==> config.mk <==
export PLATFORM = sky130hd
export DESIGN_NAME = fft_sdf_sequencer
export DESIGN_NICKNAME = d
export VERILOG_FILES = /design/src/rtl/fft_seq_pkg.sv /design/src/rtl/fft_cnt_delay.sv /design/src/rtl/fft_sdf_sequencer.sv
export SDC_FILE = /design/constraint.sdc
export NUM_CORES = 1
export LEC_CHECK = 0
export ABC_CLOCK_PERIOD_IN_PS = 2300
export BUFFER_PORTS_ARGS = -buffer_cell sky130_fd_sc_hd__clkbuf_2
export CAP_MARGIN = 20
export CORE_MARGIN = 4
export CORE_UTILIZATION = 35
export DETAILED_ROUTE_END_ITERATION = 12
export PLACE_DENSITY_LB_ADDON = 0.2
export SETUP_SLACK_MARGIN = 0.3
export SKIP_CTS_REPAIR_TIMING = 1
export SLEW_MARGIN = 20
export SYNTH_ARGS = -nofsm -noshare
export SYNTH_HDL_FRONTEND = slang
export SYNTH_HIERARCHICAL = 1
export SYNTH_SLANG_ARGS = --single-unit
==> constraint.sdc <==
create_clock -name clock -period 2.3 [get_ports clock]
set_clock_uncertainty 0.2 [all_clocks]
set_input_delay 0.115 -clock clock [delete_from_list [all_inputs] [get_ports clock]]
set_output_delay 0.115 -clock clock [all_outputs]
set_load 0.03 [all_outputs]
==> src/rtl/fft_seq_pkg.sv <==
// Shared types and helpers for the radix-2^2 SDF FFT control sequencer.
package fft_seq_pkg;

  typedef enum logic [1:0] {
    IDLE,
    FILL,
    RUN,
    FLUSH
  } seq_state_t;

  // Enabled steps from an input sample to its appearance at the pipeline output.
  function automatic int unsigned pipe_lat_f(input int unsigned log2_n,
                                             input int unsigned stage_lat);
    return ((32'd1 << log2_n) - 32'd1) + log2_n * stage_lat;
  endfunction

  function automatic logic [31:0] bitrev(input logic [31:0] v,
                                         input int unsigned width);
    logic [31:0] r;
    r = '0;
    for (int unsigned i = 0; i < 32; i++) begin
      if (i < width) r[i] = v[width-1-i];
    end
    return r;
  endfunction

endpackage

==> src/rtl/fft_cnt_delay.sv <==
// Step-enabled register chain delaying the sample counter by one butterfly stage.
module fft_cnt_delay #(
  parameter int unsigned W     = 6,
  parameter int unsigned DEPTH = 1
) (
  input  logic         clock,
  input  logic         resetn,
  input  logic         en,
  input  logic [W-1:0] d,
  output logic [W-1:0] q
);

  logic [W-1:0] r [DEPTH];

  always_ff @(posedge clock or negedge resetn) begin
    if (!resetn) begin
      r <= '{default: '0};
    end else if (en) begin
      r[0] <= d;
      for (int unsigned i = 1; i < DEPTH; i++) begin
        r[i] <= r[i-1];
      end
    end
  end

  assign q = r[DEPTH-1];

endmodule

==> src/rtl/fft_sdf_sequencer.sv <==
// Control sequencer for a radix-2^2 SDF FFT: butterfly selects, fill/drain tracking, output framing.
// Build option: FFT_SEQ_BITREV_EN reports out_idx in bit-reversed order.
module fft_sdf_sequencer
  import fft_seq_pkg::*;
#(
  parameter int unsigned LOG2_N    = 6,
  parameter int unsigned STAGE_LAT = 1
) (
  input  logic                  clock,
  input  logic                  resetn,
  input  logic                  in_valid,
  input  logic                  in_sof,
  input  logic                  flush,
  output logic                  stage_en,
  output logic [LOG2_N-1:0]     s_vec,
  output logic [LOG2_N/2-1:0]   t_vec,
  output logic                  out_valid,
  output logic                  out_sof,
  output logic [LOG2_N-1:0]     out_idx,
  output logic                  flush_done,
  output logic                  sync_err
);

  localparam int unsigned PIPE_LAT = pipe_lat_f(LOG2_N, STAGE_LAT);
  localparam int unsigned FCW      = $clog2(PIPE_LAT + 1);
  localparam logic [FCW-1:0]    PIPE_LAT_C = FCW'(PIPE_LAT);
  localparam logic [FCW-1:0]    FC_ONE     = FCW'(1);
  localparam logic [LOG2_N-1:0] CNT_ONE    = LOG2_N'(1);

  seq_state_t        state, state_n;
  logic [LOG2_N-1:0] cnt, cnt_n;
  logic [LOG2_N-1:0] oc, oc_n;
  logic [FCW-1:0]    fc, fc_n;
  logic [FCW-1:0]    dc, dc_n;
  logic [LOG2_N-1:0] idx_map;

  always_ff @(posedge clock or negedge resetn) begin
    if (!resetn) begin
      state <= IDLE;
      cnt   <= '0;
      oc    <= '0;
      fc    <= '0;
      dc    <= '0;
    end else begin
      state <= state_n;
      cnt   <= cnt_n;
      oc    <= oc_n;
      fc    <= fc_n;
      dc    <= dc_n;
    end
  end

  // fc parks at PIPE_LAT once the pipe is full, so FLUSH can tell whether
  // outputs have started or it must keep counting the fill on its own.
  always_comb begin
    state_n    = state;
    cnt_n      = cnt;
    oc_n       = oc;
    fc_n       = fc;
    dc_n       = dc;
    stage_en   = 1'b0;
    out_valid  = 1'b0;
    out_sof    = 1'b0;
    flush_done = 1'b0;
    sync_err   = 1'b0;

    case (state)
      IDLE: begin
        if (in_valid && in_sof) begin
          stage_en = 1'b1;
          cnt_n    = CNT_ONE;
          fc_n     = FC_ONE;
          oc_n     = '0;
          state_n  = FILL;
        end
      end

      FILL, RUN: begin
        stage_en = in_valid;
        if (in_valid) begin
          if (in_sof && (cnt != '0)) begin
            sync_err = 1'b1;
            cnt_n    = CNT_ONE;
            fc_n     = FC_ONE;
            oc_n     = '0;
            state_n  = FILL;
          end else begin
            cnt_n = cnt + 1'b1;
            if (state == FILL) begin
              fc_n = fc + 1'b1;
              if (fc_n == PIPE_LAT_C) begin
                state_n = RUN;
                oc_n    = '0;
              end
            end else begin
              out_valid = 1'b1;
              out_sof   = (oc == '0);
              oc_n      = oc + 1'b1;
            end
          end
        end
        if (flush) begin
          state_n = FLUSH;
          dc_n    = PIPE_LAT_C;
        end
      end

      FLUSH: begin
        stage_en = 1'b1;
        cnt_n    = cnt + 1'b1;
        if (fc == PIPE_LAT_C) begin
          out_valid = 1'b1;
          out_sof   = (oc == '0);
          oc_n      = oc + 1'b1;
        end else begin
          fc_n = fc + 1'b1;
        end
        dc_n = dc - 1'b1;
        if (dc_n == '0) begin
          state_n    = IDLE;
          flush_done = 1'b1;
        end
      end

      default: state_n = IDLE;
    endcase
  end

  // Stage b sees the counter as it was b*STAGE_LAT steps ago.
  logic [LOG2_N-1:0] cnt_d [LOG2_N+1];
  logic              unused_cnt_tail;

  assign cnt_d[0] = cnt;

  for (genvar b = 0; b < LOG2_N; b++) begin : g_stage
    fft_cnt_delay #(
      .W     (LOG2_N),
      .DEPTH (STAGE_LAT)
    ) u_dly (
      .clock  (clock),
      .resetn (resetn),
      .en     (stage_en),
      .d      (cnt_d[b]),
      .q      (cnt_d[b+1])
    );
    assign s_vec[b] = cnt_d[b][LOG2_N-1-b];
  end

  for (genvar j = 0; j < LOG2_N/2; j++) begin : g_t
    assign t_vec[j] = cnt_d[2*j+1][LOG2_N-1-2*j];
  end

  assign unused_cnt_tail = ^cnt_d[LOG2_N];

`ifdef FFT_SEQ_BITREV_EN
  assign idx_map = LOG2_N'(bitrev(32'(oc), LOG2_N));
`else
  assign idx_map = oc;
`endif

  assign out_idx = out_valid ? idx_map : '0;

endmodule

Yosys cells after proc, flatten, opt, wreduce, memory -nomap -nowiden
Cells that the tools add are included.
{ "op_classes": {"add_sub_neg": 4, "eq_ne": 16, "muxes": 45, "reduce_logical": 13} }
{ "op_table": {"columns": ["cell", "n"], "rows": [
  ["$mux 6", 10],
  ["$mux 7", 6],
  ["$pmux 6 s3", 2],
  ["$pmux 7 s3", 1],
  ["$eq 7x7->1 const B", 2],
  ["$mux 1", 14],
  ["$mux 2", 7],
  ["$pmux 7 s2", 1],
  ["$add 6x1->6 const B", 2],
  ["$ne 2x2->1 const B", 6],
  ["$ne 4x4->1 const B", 3],
  ["$reduce_and 4->1", 2],
  ["$add 7x1->7 const B", 1],
  ["$logic_not 7->1", 1],
  ["$sub 7x1->7 const B", 1],
  ["$logic_not 6->1", 1],
  ["$ne 3x3->1 const B", 2],
  ["$pmux 2 s3", 1],
  ["$reduce_bool 6->1", 1],
  ["$reduce_and 5->1", 1],
  ["$eq 2x2->1 const B", 2],
  ["$pmux 1 s2", 2],
  ["$reduce_and 2->1", 2],
  ["$pmux 1 s3", 1],
  ["other kinds (5)", 6]
]} }
{ "word_totals": {"ff_bits": 46, "in_bits": 5, "output_inout_bits": 20, "word_cells": 88} }

Logic depth before layout (Yosys ltp)
{ "logic_depth": {"word_depth": 8, "ltp_mapped": 9, "depth_no_buf": 8} }

Cells and area by module
The synthesis kept the hierarchy.
{ "modules_own_cells": {"columns": ["mod", "instances", "cells_each", "area_per_inst_um2", "seq_area_each_um2"], "rows": [
  ["fft_sdf_sequencer", 1, 258, 2155.8, 700.7],
  ["fft_cnt_delay", 5, 13, 251.5, 150.1]
]} }

Worst setup path before layout
OpenSTA, ideal clock, no wires.
{ "synth_path": {"path_type": "reg2reg", "from": "register state[0]", "to": "register g_stage[0].u_dly.r (netlist bit g_stage[0].u_dly/q[0])", "arrival_ns": 2.514, "t_required_ns": 1.975, "setup_slack_ns": -0.539, "stages_incl_launch_ff": 8, "n_path_buf": 2, "path_cell_list": "dfrtp_1 inv_1 ha_1 clkbuf_1 a211oi_1 a21oi_1 buf_6 mux2_4"} }
{ "synth_between": {"elab_chain_cells": 3, "word_cells_on_any_way": 6, "cone_classes": "eq/ne (3); mux (1); reduce/logical (2)"} }
{ "synth_rtl": {"columns": ["item", "line", "source"], "rows": [
  ["start, declared", "fft_sdf_sequencer.sv:30", "seq_state_t state, state_n;"],
  ["start signal, assigned", "fft_sdf_sequencer.sv:45", "state <= state_n;"],
  ["$eq 2x1->1 or $eq 2x2->1 (tied branches)", "fft_sdf_sequencer.sv:67", "case (state)"],
  ["$reduce_or 2->1", "fft_sdf_sequencer.sv:67", null],
  ["$pmux 1 s3 *", "fft_sdf_sequencer.sv:67", null],
  ["via stage_en", "fft_sdf_sequencer.sv:14", "output logic stage_en,"],
  ["end signal, assigned by index", "fft_cnt_delay.sv:21", "r[i] <= r[i-1];"],
  ["end, declared", "fft_cnt_delay.sv:13", "logic [W-1:0] r [DEPTH];"]
]} }
Mark *: on every way through the listed nets, which the timed path passes. The rest lies on a longest branch.
A chain may end at the register's enable or synchronous reset.

Final worst setup path
{ "layout_path": {"from": "register cnt[1]", "to": "output port out_sof"} }
{ "layout_between": {"elab_chain_cells": 5} }
{ "layout_rtl": {"columns": ["item", "line", "source"], "rows": [
  ["start, declared", "fft_sdf_sequencer.sv:31", "logic [LOG2_N-1:0] cnt, cnt_n;"],
  ["start signal, assigned", "fft_sdf_sequencer.sv:46", "cnt <= cnt_n;"],
  ["$reduce_bool 6->1", "fft_sdf_sequencer.sv:81", "if (in_sof && (cnt != '0)) begin"],
  ["$logic_and 1x1->1", "fft_sdf_sequencer.sv:81", null],
  ["$mux 1", "fft_sdf_sequencer.sv:81", null],
  ["$mux 1", "fft_sdf_sequencer.sv:80", "if (in_valid) begin"],
  ["$pmux 1 s2", "fft_sdf_sequencer.sv:67", null],
  ["end, declared", "fft_sdf_sequencer.sv:18", "output logic out_sof,"]
]} }
Every way passes these cells.

==> impl_metrics.yaml <==
drt:
  drtIter0Drc: 130
  firstDrtPassIters: 4
  wire_per_inst_um: 15.4
  routed_wl_mm: 7.89
  postRouteAntennaNets: 0
  drcViolationCount: 0
  viasPerCell: 5.15
  vias: 2634
sta:
  max_freq_ghz: 0.372
  period_share: 1.17
  tightest_slew_ns: 0.615
  setup_violations: 23
  rsz0062_at_grt: "yes"
  slew_headroom: 0.590
  finalHoldViolCount: 0
  fin_ws_ns: -0.386
  whs_ns: 0.0661
  finalSetupTns_ns: -3.75
  fin_crit_ns: 2.69
  maxSlewViolCount: 0
critical_path:
  r2r-end: "state[0]"
  slowest_delay_ns: 0.44
  cp_top_family: "compound AO/OA/AOI/OAI gates"
  cp_data_required_time_ns: 1.99
  crit_buf_inv: 2
  worstPathCellList: "inv_2 -> ha_4 -> nand2b_4 -> o41a_1 -> nor2_2 -> nand3b_1 -> a21oi_4 -> and3_4 -> buf_6"
  worst_setup_path_start_kind: "register"
  r2r_start: "dc[1]"
  critical-path-slowest-cell: "o41a_1"
  end_kind: "output pin"
  cp_max_fo: 8
  arrival_ns: 2.37
  crit_type: "register to output pin"
  rrSetupSlack_ns: -0.11
  reg2regPathDepth: 8
die:
  die_y_um: 99.5
  rows: 33
  dieArea_mm2: 0.00991
  coreArea_mm2: 0.00818
  ioPinCount: 25
  die_w_um: 99.5
  start_util: 0.359
logic_synthesis:
  syn_nets: 318
  avgSynthCellArea_um2: 9.81
  postSynthCellCount: 299
  synthesis.area_mm2: 0.00293
  yosys_warnings: 6
placement:
  place_area_mm2: 0.00363
  place.port_buffers: 24
  dp_hpwl_mm: 5.01
  gp_congestion: 0.821
cells_and_area:
  num_antenna_cells: 0
  nets: 424
  layout_common_cells: "buf_4 (73), dfrtp_1 (45), mux2_4 (20), buf_6 (20), nor2_1 (18)"
  syn_to_final_growth_pct: 49.4
  fin_area_mm2: 0.00438
  final_common_cell: "buf_4"
  drive_gt1_frac: 0.520
run_status:
  violations: "negative setup slack"
  status: "complete, but fails checks"
grt:
  grt_pass1_vias: 2460
  grt_max_degree: 47
  grt_overflow: 0
  antenna_found_initial: 0
  grt.total_usage: 0.148
  grt_pass1_wl_mm: 12.1
pwr:
  power.density_mw_per_mm2: 1470
  p_leak_nw: 1.98
  ir_drop_mv: 0.646
clock_tree:
  tritoncts: "done"
  clock-sinks: 46
  clk_pin_slew_worst_paths_ns: 0.09
  cts_max_path_buffers: 2
  htreeDepth: 2
  clk_latency_ns: 0.30
  cts_buffers: 5
  cts-root-buf: "clkbuf_8"
worst_hold_path:
  hold_path_depth: 3
  hp-class: "primary input to register"
  min_from: "flush"
  min_to: "dc[1]"
flow_run:
  maxCapViolations: 0
## worst reg2reg max path, cell delays in order, from the launching register on
cell and delay, ns:
dfrtp_1 0.42, inv_2 0.09, ha_4 0.13, or3b_4 0.38, nor4_2 0.14, a31oi_1 0.10, a2111oi_4 0.41, o211ai_2 0.13
mux2_4 0.31
## metrics by stage
step	util	power, W	std cells	setup WS (ns)
after floorplan	-	0.00352	299	-0.0501
after global placement	0.445	0.00447	470	-0.0232
after detailed placement	0.445	0.00453	470	-0.0744
after CTS	0.455	0.00506	478	-0.369
after global routing	0.536	0.00686	511	-0.482
final	0.536	0.00642	511	-0.386
## per-layer routing
layer,routed length [µm],track usage,vias to the layer above
li1,-,-,1302
met1,3680,0.200,1279
met2,3920,0.245,37
met3,175,0.0252,16
met4,114,0.0378,0
met5,0,0,-
## sequential cells by signal, indices dropped and copies added, names as in the netlist
| register | flops |
|---|---|
| state | 2 |
| fc | 7 |
| idx_map | 6 |
| dc | 7 |
| g_stage.u_dly/q | 18 |
| cnt | 6 |
## cell type report
cell class / count / area (µm²)
Inverter: 16 / 60.1
Multi-Input combinational cell: 221 / 1960
Fill cell: 721 / 3790
Sequential cell: 46 / 1150
Tap cell: 105 / 131
Timing Repair Buffer: 115 / 986
Clock buffer: 6 / 72.6
Clock inverter: 2 / 13.8
## where the power goes
| part | switching [W] | total [W] | leakage [nW] | internal (W) |
|---|---|---|---|---|
| registers | 0.000174 | 0.00119 | 0.598 | 0.00102 |
| logic | 0.00216 | 0.00472 | 1.33 | 0.00256 |
| clock network | 0.000294 | 0.000509 | 0.0452 | 0.000215 |
| total | 0.00263 | 0.00642 | 1.98 | 0.00379 |
## worst max-delay path by stage
stage,start,endpoint,slack [ns],depth (start not counted)
2_1_floorplan,dc[0],state[0],-0.05,8
3_3_place_gp,dc[1],state[0],-0.02,8
3_5_place_dp,dc[1],state[0],-0.07,8
4_1_cts,cnt[0],out_sof,-0.37,9
5_1_grt,cnt[1],out_sof,-0.48,9
6_report,cnt[1],out_sof,-0.39,9
Note: power is estimated with default switching activity, not from simulation.
